<file path="src/rtl/periph_bus_master.sv">
// Load/store initiator for the memory-mapped peripheral bus: region/alignment checks, sub-word RMW stores, extended loads.
// Optional fault-address capture enabled by defining PERIPH_BUS_MASTER_ERR_CAPTURE_EN.
module periph_bus_master #(
    parameter logic [31:0] BASE_ADDR = 32'h0200_0000
) (
    input  logic        clk_i,
    input  logic        rst_i,
    input  logic        req_valid_i,
    output logic        req_ready_o,
    input  logic        req_we_i,
    input  logic [31:0] req_addr_i,
    input  logic [1:0]  req_size_i,
    input  logic        req_unsigned_i,
    input  logic [31:0] req_wdata_i,
    output logic        rsp_valid_o,
    output logic [31:0] rsp_rdata_o,
    output logic        rsp_err_o,
    output logic        per_wr_en_o,
    output logic [19:0] per_wr_addr_o,
    output logic [31:0] per_wr_data_o,
    output logic        per_rd_en_o,
    output logic [19:0] per_rd_addr_o,
    input  logic [31:0] per_rd_data_i
`ifdef PERIPH_BUS_MASTER_ERR_CAPTURE_EN
    ,
    output logic [31:0] err_addr_o,
    output logic        err_valid_o,
    input  logic        err_clr_i
`endif
);

    typedef enum logic [1:0] {S_IDLE, S_ACCESS, S_WRITE, S_RESP} state_t;

    state_t      state_q;
    logic        ready_q;
    logic        we_q;
    logic [31:0] addr_q;
    logic [1:0]  size_q;
    logic        uns_q;
    logic [31:0] wdata_q;
    logic        rsp_valid_q;
    logic [31:0] rsp_rdata_q;
    logic        rsp_err_q;
    logic        wr_en_q;
    logic [19:0] wr_addr_q;
    logic [31:0] wr_data_q;
    logic        rd_en_q;
    logic [19:0] rd_addr_q;
    logic        req_fault_d;
    logic        accept_d;

    // Replace the addressed byte or halfword lane of the fetched word with the store data.
    function automatic logic [31:0] merge_store(input logic [31:0] word, input logic [31:0] wdata,
                                                input logic [1:0] off, input logic [1:0] size);
        logic [31:0] res;
        res = word;
        case (size)
            2'd0: res[{off, 3'b000} +: 8] = wdata[7:0];
            2'd1: res[{off[1], 4'b0000} +: 16] = wdata[15:0];
            default: res = wdata;
        endcase
        return res;
    endfunction

    function automatic logic [31:0] extract_load(input logic [31:0] word, input logic [1:0] off,
                                                 input logic [1:0] size, input logic uns);
        logic [31:0] shifted;
        logic [31:0] res;
        shifted = word >> {off, 3'b000};
        case (size)
            2'd0: res = uns ? {24'h00_0000, shifted[7:0]} : {{24{shifted[7]}}, shifted[7:0]};
            2'd1: res = uns ? {16'h0000, shifted[15:0]} : {{16{shifted[15]}}, shifted[15:0]};
            default: res = word;
        endcase
        return res;
    endfunction

    assign req_fault_d = (req_addr_i[31:20] != BASE_ADDR[31:20]) ||
                         (req_size_i == 2'd3) ||
                         ((req_size_i == 2'd1) && req_addr_i[0]) ||
                         ((req_size_i == 2'd2) && (req_addr_i[1:0] != 2'b00));
    assign accept_d = (state_q == S_IDLE) && req_valid_i;

    // Request sequencer; every bus and response output is a register updated here.
    always_ff @(posedge clk_i or posedge rst_i) begin
        if (rst_i) begin
            state_q     <= S_IDLE;
            ready_q     <= 1'b1;
            we_q        <= 1'b0;
            addr_q      <= 32'h0000_0000;
            size_q      <= 2'd0;
            uns_q       <= 1'b0;
            wdata_q     <= 32'h0000_0000;
            rsp_valid_q <= 1'b0;
            rsp_rdata_q <= 32'h0000_0000;
            rsp_err_q   <= 1'b0;
            wr_en_q     <= 1'b0;
            wr_addr_q   <= 20'h0_0000;
            wr_data_q   <= 32'h0000_0000;
            rd_en_q     <= 1'b0;
            rd_addr_q   <= 20'h0_0000;
        end else begin
            wr_en_q     <= 1'b0;
            rd_en_q     <= 1'b0;
            rsp_valid_q <= 1'b0;
            case (state_q)
                S_IDLE: begin
                    if (req_valid_i) begin
                        ready_q <= 1'b0;
                        we_q    <= req_we_i;
                        addr_q  <= req_addr_i;
                        size_q  <= req_size_i;
                        uns_q   <= req_unsigned_i;
                        wdata_q <= req_wdata_i;
                        if (req_fault_d) begin
                            state_q     <= S_RESP;
                            rsp_valid_q <= 1'b1;
                            rsp_err_q   <= 1'b1;
                            rsp_rdata_q <= 32'h0000_0000;
                        end else begin
                            state_q <= S_ACCESS;
                            // Word stores go straight out; loads and sub-word stores read first.
                            if (req_we_i && (req_size_i == 2'd2)) begin
                                wr_en_q   <= 1'b1;
                                wr_addr_q <= {req_addr_i[19:2], 2'b00};
                                wr_data_q <= req_wdata_i;
                            end else begin
                                rd_en_q   <= 1'b1;
                                rd_addr_q <= {req_addr_i[19:2], 2'b00};
                            end
                        end
                    end
                end
                S_ACCESS: begin
                    if (we_q && (size_q != 2'd2)) begin
                        state_q   <= S_WRITE;
                        wr_en_q   <= 1'b1;
                        wr_addr_q <= {addr_q[19:2], 2'b00};
                        wr_data_q <= merge_store(per_rd_data_i, wdata_q, addr_q[1:0], size_q);
                    end else begin
                        state_q     <= S_RESP;
                        rsp_valid_q <= 1'b1;
                        rsp_err_q   <= 1'b0;
                        rsp_rdata_q <= we_q ? 32'h0000_0000
                                            : extract_load(per_rd_data_i, addr_q[1:0], size_q, uns_q);
                    end
                end
                S_WRITE: begin
                    state_q     <= S_RESP;
                    rsp_valid_q <= 1'b1;
                    rsp_err_q   <= 1'b0;
                    rsp_rdata_q <= 32'h0000_0000;
                end
                S_RESP: begin
                    state_q   <= S_IDLE;
                    ready_q   <= 1'b1;
                    rsp_err_q <= 1'b0;
                end
                default: begin
                    state_q <= S_IDLE;
                    ready_q <= 1'b1;
                end
            endcase
        end
    end

    assign req_ready_o   = ready_q;
    assign rsp_valid_o   = rsp_valid_q;
    assign rsp_rdata_o   = rsp_rdata_q;
    assign rsp_err_o     = rsp_err_q;
    assign per_wr_en_o   = wr_en_q;
    assign per_wr_addr_o = wr_addr_q;
    assign per_wr_data_o = wr_data_q;
    assign per_rd_en_o   = rd_en_q;
    assign per_rd_addr_o = rd_addr_q;

`ifdef PERIPH_BUS_MASTER_ERR_CAPTURE_EN
    logic [31:0] err_addr_q;
    logic        err_valid_q;

    // Sticky first-fault address; a fault coinciding with a clear is still captured.
    always_ff @(posedge clk_i or posedge rst_i) begin
        if (rst_i) begin
            err_addr_q  <= 32'h0000_0000;
            err_valid_q <= 1'b0;
        end else if (accept_d && req_fault_d && (!err_valid_q || err_clr_i)) begin
            err_addr_q  <= req_addr_i;
            err_valid_q <= 1'b1;
        end else if (err_clr_i) begin
            err_valid_q <= 1'b0;
        end
    end

    assign err_addr_o  = err_addr_q;
    assign err_valid_o = err_valid_q;
`endif

endmodule

</file>
<file path="config.mk">
export PLATFORM = sky130hd
export DESIGN_NAME = periph_bus_master
export DESIGN_NICKNAME = d
export VERILOG_FILES = /design/src/rtl/periph_bus_master.sv
export SDC_FILE = /design/constraint.sdc
export NUM_CORES = 1
export LEC_CHECK = 0
export BUFFER_PORTS_ARGS = -buffer_cell sky130_fd_sc_hd__buf_2
export CORE_UTILIZATION = 35
export DETAILED_ROUTE_END_ITERATION = 6
export PLACE_DENSITY = 0.61
export SLEW_MARGIN = 20
export SYNTH_ARGS = -nofsm -noshare
export SYNTH_HDL_FRONTEND = slang
export SYNTH_SLANG_ARGS = --single-unit
</file>
<file path="constraint.sdc">
create_clock -name clk_i -period 6.7 [get_ports clk_i]
set_clock_uncertainty 0.05 [all_clocks]
set_input_delay 1.005 -clock clk_i [delete_from_list [all_inputs] [get_ports clk_i]]
set_output_delay 1.005 -clock clk_i [all_outputs]
set_load 0.01 [all_outputs]
</file>
After elaboration in Yosys (flattened, before gate mapping)
Cells that the tools add are included.
W data, S select, Z words.
{"block": "totals", "reg_bits": 165, "latch_bits": 0, "mem_bits_rw": 0, "rom_bits": 0, "in_bits": 103, "elab_cells": 103, "n_memories": 0}
{"block": "op_classes", "add_sub_neg": 2, "multipliers": 0, "div": 0, "n_lt_le_gt_ge": 0, "n_eq_ne": 15, "n_shift": 5, "mux": 44, "n_bitwise": 2, "n_reduce_logical": 20}
{"operator": "$mux W32", "n": 10}
{"operator": "$pmux W32 S2", "n": 3}
{"operator": "$pmux W32 S3", "n": 1}
{"operator": "$mux W20", "n": 4}
{"operator": "$bwmux W32", "n": 2}
{"operator": "$pmux W20 S2", "n": 1}
{"operator": "$shift A16 B7 Y32 const A", "n": 1}
{"operator": "$shift A8 B7 Y32 const A", "n": 1}
{"operator": "$shiftx A16 B7 Y32", "n": 1}
{"operator": "$shiftx A8 B7 Y32", "n": 1}
{"operator": "$shr A32 B5 Y16", "n": 1}
{"operator": "$mux W1", "n": 16}
{"operator": "$neg A5 Y7", "n": 2}
{"operator": "$ne A12 B6 Y1 const B", "n": 1}
{"operator": "$ne A2 B2 Y1 const B", "n": 6}
{"operator": "$eq A2 B2 Y1 const B", "n": 4}
{"operator": "$pmux W2 S4", "n": 1}
{"operator": "$reduce_and A4 Y1", "n": 2}
{"operator": "$eq A2 B1 Y1 const B", "n": 3}
{"operator": "$pmux W1 S3", "n": 2}
{"operator": "$reduce_bool A2 Y1", "n": 3}
{"operator": "$reduce_and A5 Y1", "n": 1}
{"operator": "$logic_and A1 B1 Y1", "n": 4}
{"operator": "$logic_not A2 Y1", "n": 2}
{"operator": "9 further kinds", "n": 15}

Longest topological paths before layout
{"block": "depth", "ltp_word": 7, "ltp_mapped": 10, "mapped_depth_nobuf": 7}

Worst setup path after synthesis
No wires, ideal clock.
{"block": "synth_path", "kind": "input port to flip-flop", "start": "input req_addr_i[21]", "end": "register rd_addr_q[10], in the netlist per_rd_addr_o[10]", "arrival_ns": 2.519, "required_ns": 6.525, "path_slack_ns": 4.006, "path_stages": 6, "n_path_buf": 1, "cell_sequence": "nor4b_2 -> nand3_1 -> nand2b_4 -> nor2_2 -> buf_4 -> mux2_2"}
{"block": "synth_between", "elab_chain_len": 6}
{"item": "start: declaration", "line": "11", "text": "input logic [31:0] req_addr_i,"}
{"item": "$ne A12 B6 Y1", "line": "78", "text": "assign req_fault_d = (req_addr_i[31:20] != BASE_ADDR[31:20]) ||"}
{"item": "$logic_or A1 B1 Y1", "line": "78"}
{"item": "$logic_or A1 B1 Y1", "line": "79", "text": "(req_size_i == 2'd3) ||"}
{"item": "$logic_or A1 B1 Y1", "line": "80", "text": "((req_size_i == 2'd1) && req_addr_i[0]) ||"}
{"item": "$not A1 Y1 (no source line)"}
{"item": "$reduce_and A4 Y1 (no source line)"}
{"item": "end signal: assignment", "line": "129", "text": "rd_addr_q <= {req_addr_i[19:2], 2'b00};"}
{"item": "end: declaration", "line": "48", "text": "logic [19:0] rd_addr_q;"}
Every way passes these cells.
A chain may end at the register's enable or synchronous reset.

Worst setup path after layout
{"block": "layout_path", "start": "register state_q[1]", "end": "register rsp_rdata_q[17], in the netlist rsp_rdata_o[17]"}
{"block": "layout_between", "elab_chain_len": 3, "word_cells_on_any_way": 9, "cone_classes": "eq/ne: 5; mux: 1; reduce/logical: 3"}
{"item": "start: declaration", "line": "34", "text": "state_t state_q;"}
{"item": "start signal: assignment", "line": "87", "text": "state_q <= S_IDLE;"}
{"item": "start signal: assignment", "line": "116", "text": "state_q <= S_RESP;"}
{"item": "start signal: assignment", "line": "121", "text": "state_q <= S_ACCESS;"}
{"item": "$eq A2 B1 Y1 (tied with other cells)", "line": "106", "text": "case (state_q)"}
{"item": "$ne A2 B2 Y1 (no source line) / $reduce_bool A3 Y1 (equally long branches)"}
{"item": "$reduce_and A4 Y1 (no source line)"}
{"item": "end signal: assignment", "line": "144", "text": "rsp_rdata_q <= we_q ? 32'h0000_0000"}
{"item": "end: declaration", "line": "42", "text": "logic [31:0] rsp_rdata_q;"}
Parallel ways exist; a longest one is shown, timed or not.

==> qor.csv <==
stage;metric;value;unit
global_route;grt_pass1_vias;6477;
critical_path;critPathLaunchType;flop;
global_route;grt_util_met1;28.9;%
sta;period_share;55.9;%
floorplanning;dieArea;0.0238;mm^2
logic_synthesis;netlist.top_cell.by_area;dfrtp_1;
floorplanning;start_util;35.7;%
logic_synthesis;netlist_area;0.00811;mm^2
layout;fin_nets;1049;
logic_synthesis;ys_seq_area_share;50.3;%
floorplanning;io_pins;212;
routing;firstDrtPassIters;5;
routing;vias_per_cell;5.47;
clock_network;post_cts_buffers;0;
sta;setup_tns;0;ns
worst_hold_path;hold_path.class;reg2reg;
status;status;completed;
sta;rsz0062_at_grt;false;
global_route;grt_pass1_wl;38000;um
clock_network;cts_hold_buf;0;
power_and_ir_drop;powerDensity;484;mW/mm^2
clock_network;cts.clk_slew.worst_paths;0.07;ns
placement;preCtsSetupSlack;2.92;ns
logic_synthesis;synth_area_per_cell;10.7;um^2
layout;fillerInstances;2238;
layout;drive_gt1_share;36.3;%
clock_network;cts_root_buf;clkbuf_16;
sta;relSlewSlack;28.0;%
logic_synthesis;synth_ff_type;dfrtp_1;
placement;hpwlAfterDp;17300;um
power_and_ir_drop;irDropWorstVdd;0.222;mV
layout;fin_cells;1237;
critical_path;critPathArrivalTime;4.03;ns
critical_path;reg2reg_depth;7;
logic_synthesis;syn_inst;757;
floorplanning;num_rows;55;
routing;drtIter0Drc;471;
logic_synthesis;synth_top_area_share;50.0;%
power_and_ir_drop;leakage;4.67;nW
layout;final_cell_mix;buf_2, dfrtp_1, nand2_1;
critical_path;r2r-start;state_q[1];
routing;wire_per_inst;19.9;um
sta;fin_ws;2.96;ns
global_route;grt_max_degree;101;
clock_network;post_cts_resized;0;
layout;final_core_util;43.5;%
logic_synthesis;yosys-top-cells-area;dfrtp_1, mux2_2, nand2_1;
floorplanning;core-area;0.0227;mm^2
clock_network;clk_latency;0.43;ns
clock_network;clock-sinks;163;
placement;gp_congestion;0.870;
clock_network;htreeDepth;4;
power_and_ir_drop;finalPower;0.00478;W
placement;port_buffers;207;
global_route;gr-max-usage-layer;met2;
global_route;overflow;0;
global_route;met2_usage;31.7;%
clock_network;clockBufferDepth;2;
routing;ant_nets;0;
sta;hold_viol_final;0;
routing;drt-total-wl;24600;um
logic_synthesis;yosysUniqueCellTypes;59;
logic_synthesis;yosys_warnings;0;
logic_synthesis;async_flop_share;100;%
critical_path;regToRegSetupSlack;2.96;ns
clock_network;tritoncts;built;
critical_path;worstSetupStartpoint;state_q[1];
run;drv_cap;0;
floorplanning;die_y;154;um
sta;post-route-min-period;3.74;ns
global_route;track_usage;21.0;%
sta;drv_slew;0;
sta;fmax;267;MHz
global_route;antenna_found_initial;4;
floorplanning;die_width;154;um
logic_synthesis;ys_ff_latch;163;
layout;area_growth;21.9;%
placement;place_inst;1203;
critical_path;required;6.98;ns
critical_path;path_class;reg2reg;
logic_synthesis;synth_edf_count;0;
critical_path;reg2reg_to;rsp_rdata_o[17];
sta;worst_pin_slew;1.07;ns
critical_path;critPathMaxFanout;61;
layout;layout_commonest_cell;buf_2;
clock_network;numCtsBuffers;17;
critical_path;end_kind;flop;
global_route;grt_use_met3;6.14;%
critical_path;endpoint;rsp_rdata_o[17];
sta;setup_violations;0;
routing;drc;0;
routing;vias;6768;
[final cells by class]
class                           count  area, um^2  area share [%]
Sequential cell                   163        4080            41.3
Multi-Input combinational cell    522        3700            37.5
Timing Repair Buffer              213        1080            10.9
Clock buffer                       18         429            4.34
Tap cell                          285         357            3.61
Clock inverter                     14         143            1.44
Inverter                           20        80.1           0.811
Antenna cell                        2        5.00          0.0507
[synthesized netlist by cell type, types with 9 or more instances]
| master | n |
|---|---|
| nand2_1 | 91 |
| buf_4 | 9 |
| ha_1 | 9 |
| dfrtp_1 | 162 |
| a21oi_1 | 17 |
| mux2_2 | 77 |
| clkbuf_1 | 26 |
| inv_1 | 18 |
| a221o_1 | 9 |
| nor2_1 | 66 |
| o21ai_0 | 48 |
| o31ai_1 | 9 |
| nand2b_1 | 9 |
| mux2i_1 | 27 |
| buf_2 | 14 |
| a221oi_1 | 25 |
| o2bb2ai_1 | 25 |
[per-stage QoR]
step | instance area [um^2] | hold WS, ns
final | 9880 | 0.421
after global routing | 9870 | 0.450
after CTS | 9870 | 0.431
after detailed placement | 9300 | 0.414
after global placement | 9300 | 0.407
after floorplan | 8120 | 0.429
[flip-flops by register name, indices dropped and copies added, names as in the netlist, 2 cells and up]
name,cells
addr_q,20
per_rd_addr_o,18
per_wr_addr_o,18
per_wr_data_o,32
rsp_rdata_o,32
size_q,2
state_q,2
wdata_q,32
[layer usage]
metal | share of wire (%) | vias to the layer above
met4 | 2.7 | 4
met3 | 7.5 | 40
met1 | 45 | 3302
met2 | 44 | 278
met5 | 0.094 | -
li1 | - | 3144
[critical path: stages (launching register included)]
cell	delay, ns
dfrtp_1	0.41
inv_1	0.10
ha_2	0.16
buf_4	0.62
inv_1	0.57
nor2_1	0.64
nand4_1	0.72
o2bb2ai_1	0.36
[power by group]
group | switching [W] | internal (W) | total, W
Combinational | 0.00121 | 0.000850 | 0.00206
Sequential | 0.000345 | 0.00140 | 0.00175
Clock | 0.000453 | 0.000524 | 0.000977
Total | 0.00200 | 0.00278 | 0.00478
[worst min-delay path by stage]
stage / start / end / slack, ns / cells after the start
floorplan: addr_q[19] / addr_q[19] / 0.43 / 1
global placement: per_wr_addr_o[13] / per_wr_addr_o[13] / 0.41 / 2
detailed placement: per_wr_data_o[9] / per_wr_data_o[9] / 0.41 / 1
CTS: per_wr_addr_o[3] / per_wr_addr_o[3] / 0.43 / 2
global route: per_wr_addr_o[16] / per_wr_addr_o[16] / 0.45 / 2
finish: per_wr_addr_o[3] / per_wr_addr_o[3] / 0.42 / 2
[cell families (layout without fill, tap and decap cells)]
logic type,Yosys count,after routing,share of synthesized area [%]
AO/OA/AOI/OAI,198,198,18.5
XOR/XNOR,1,1,0.108
adder cells (fa/ha/maj),9,9,1.39
buffers and inverters,75,265,4.20
flip-flops,163,163,50.3
multiplexers,104,104,14.0
other,1,6,0.0463
AND/OR/NAND/NOR,206,206,11.4
Note: power is estimated with default switching activity, not from simulation.
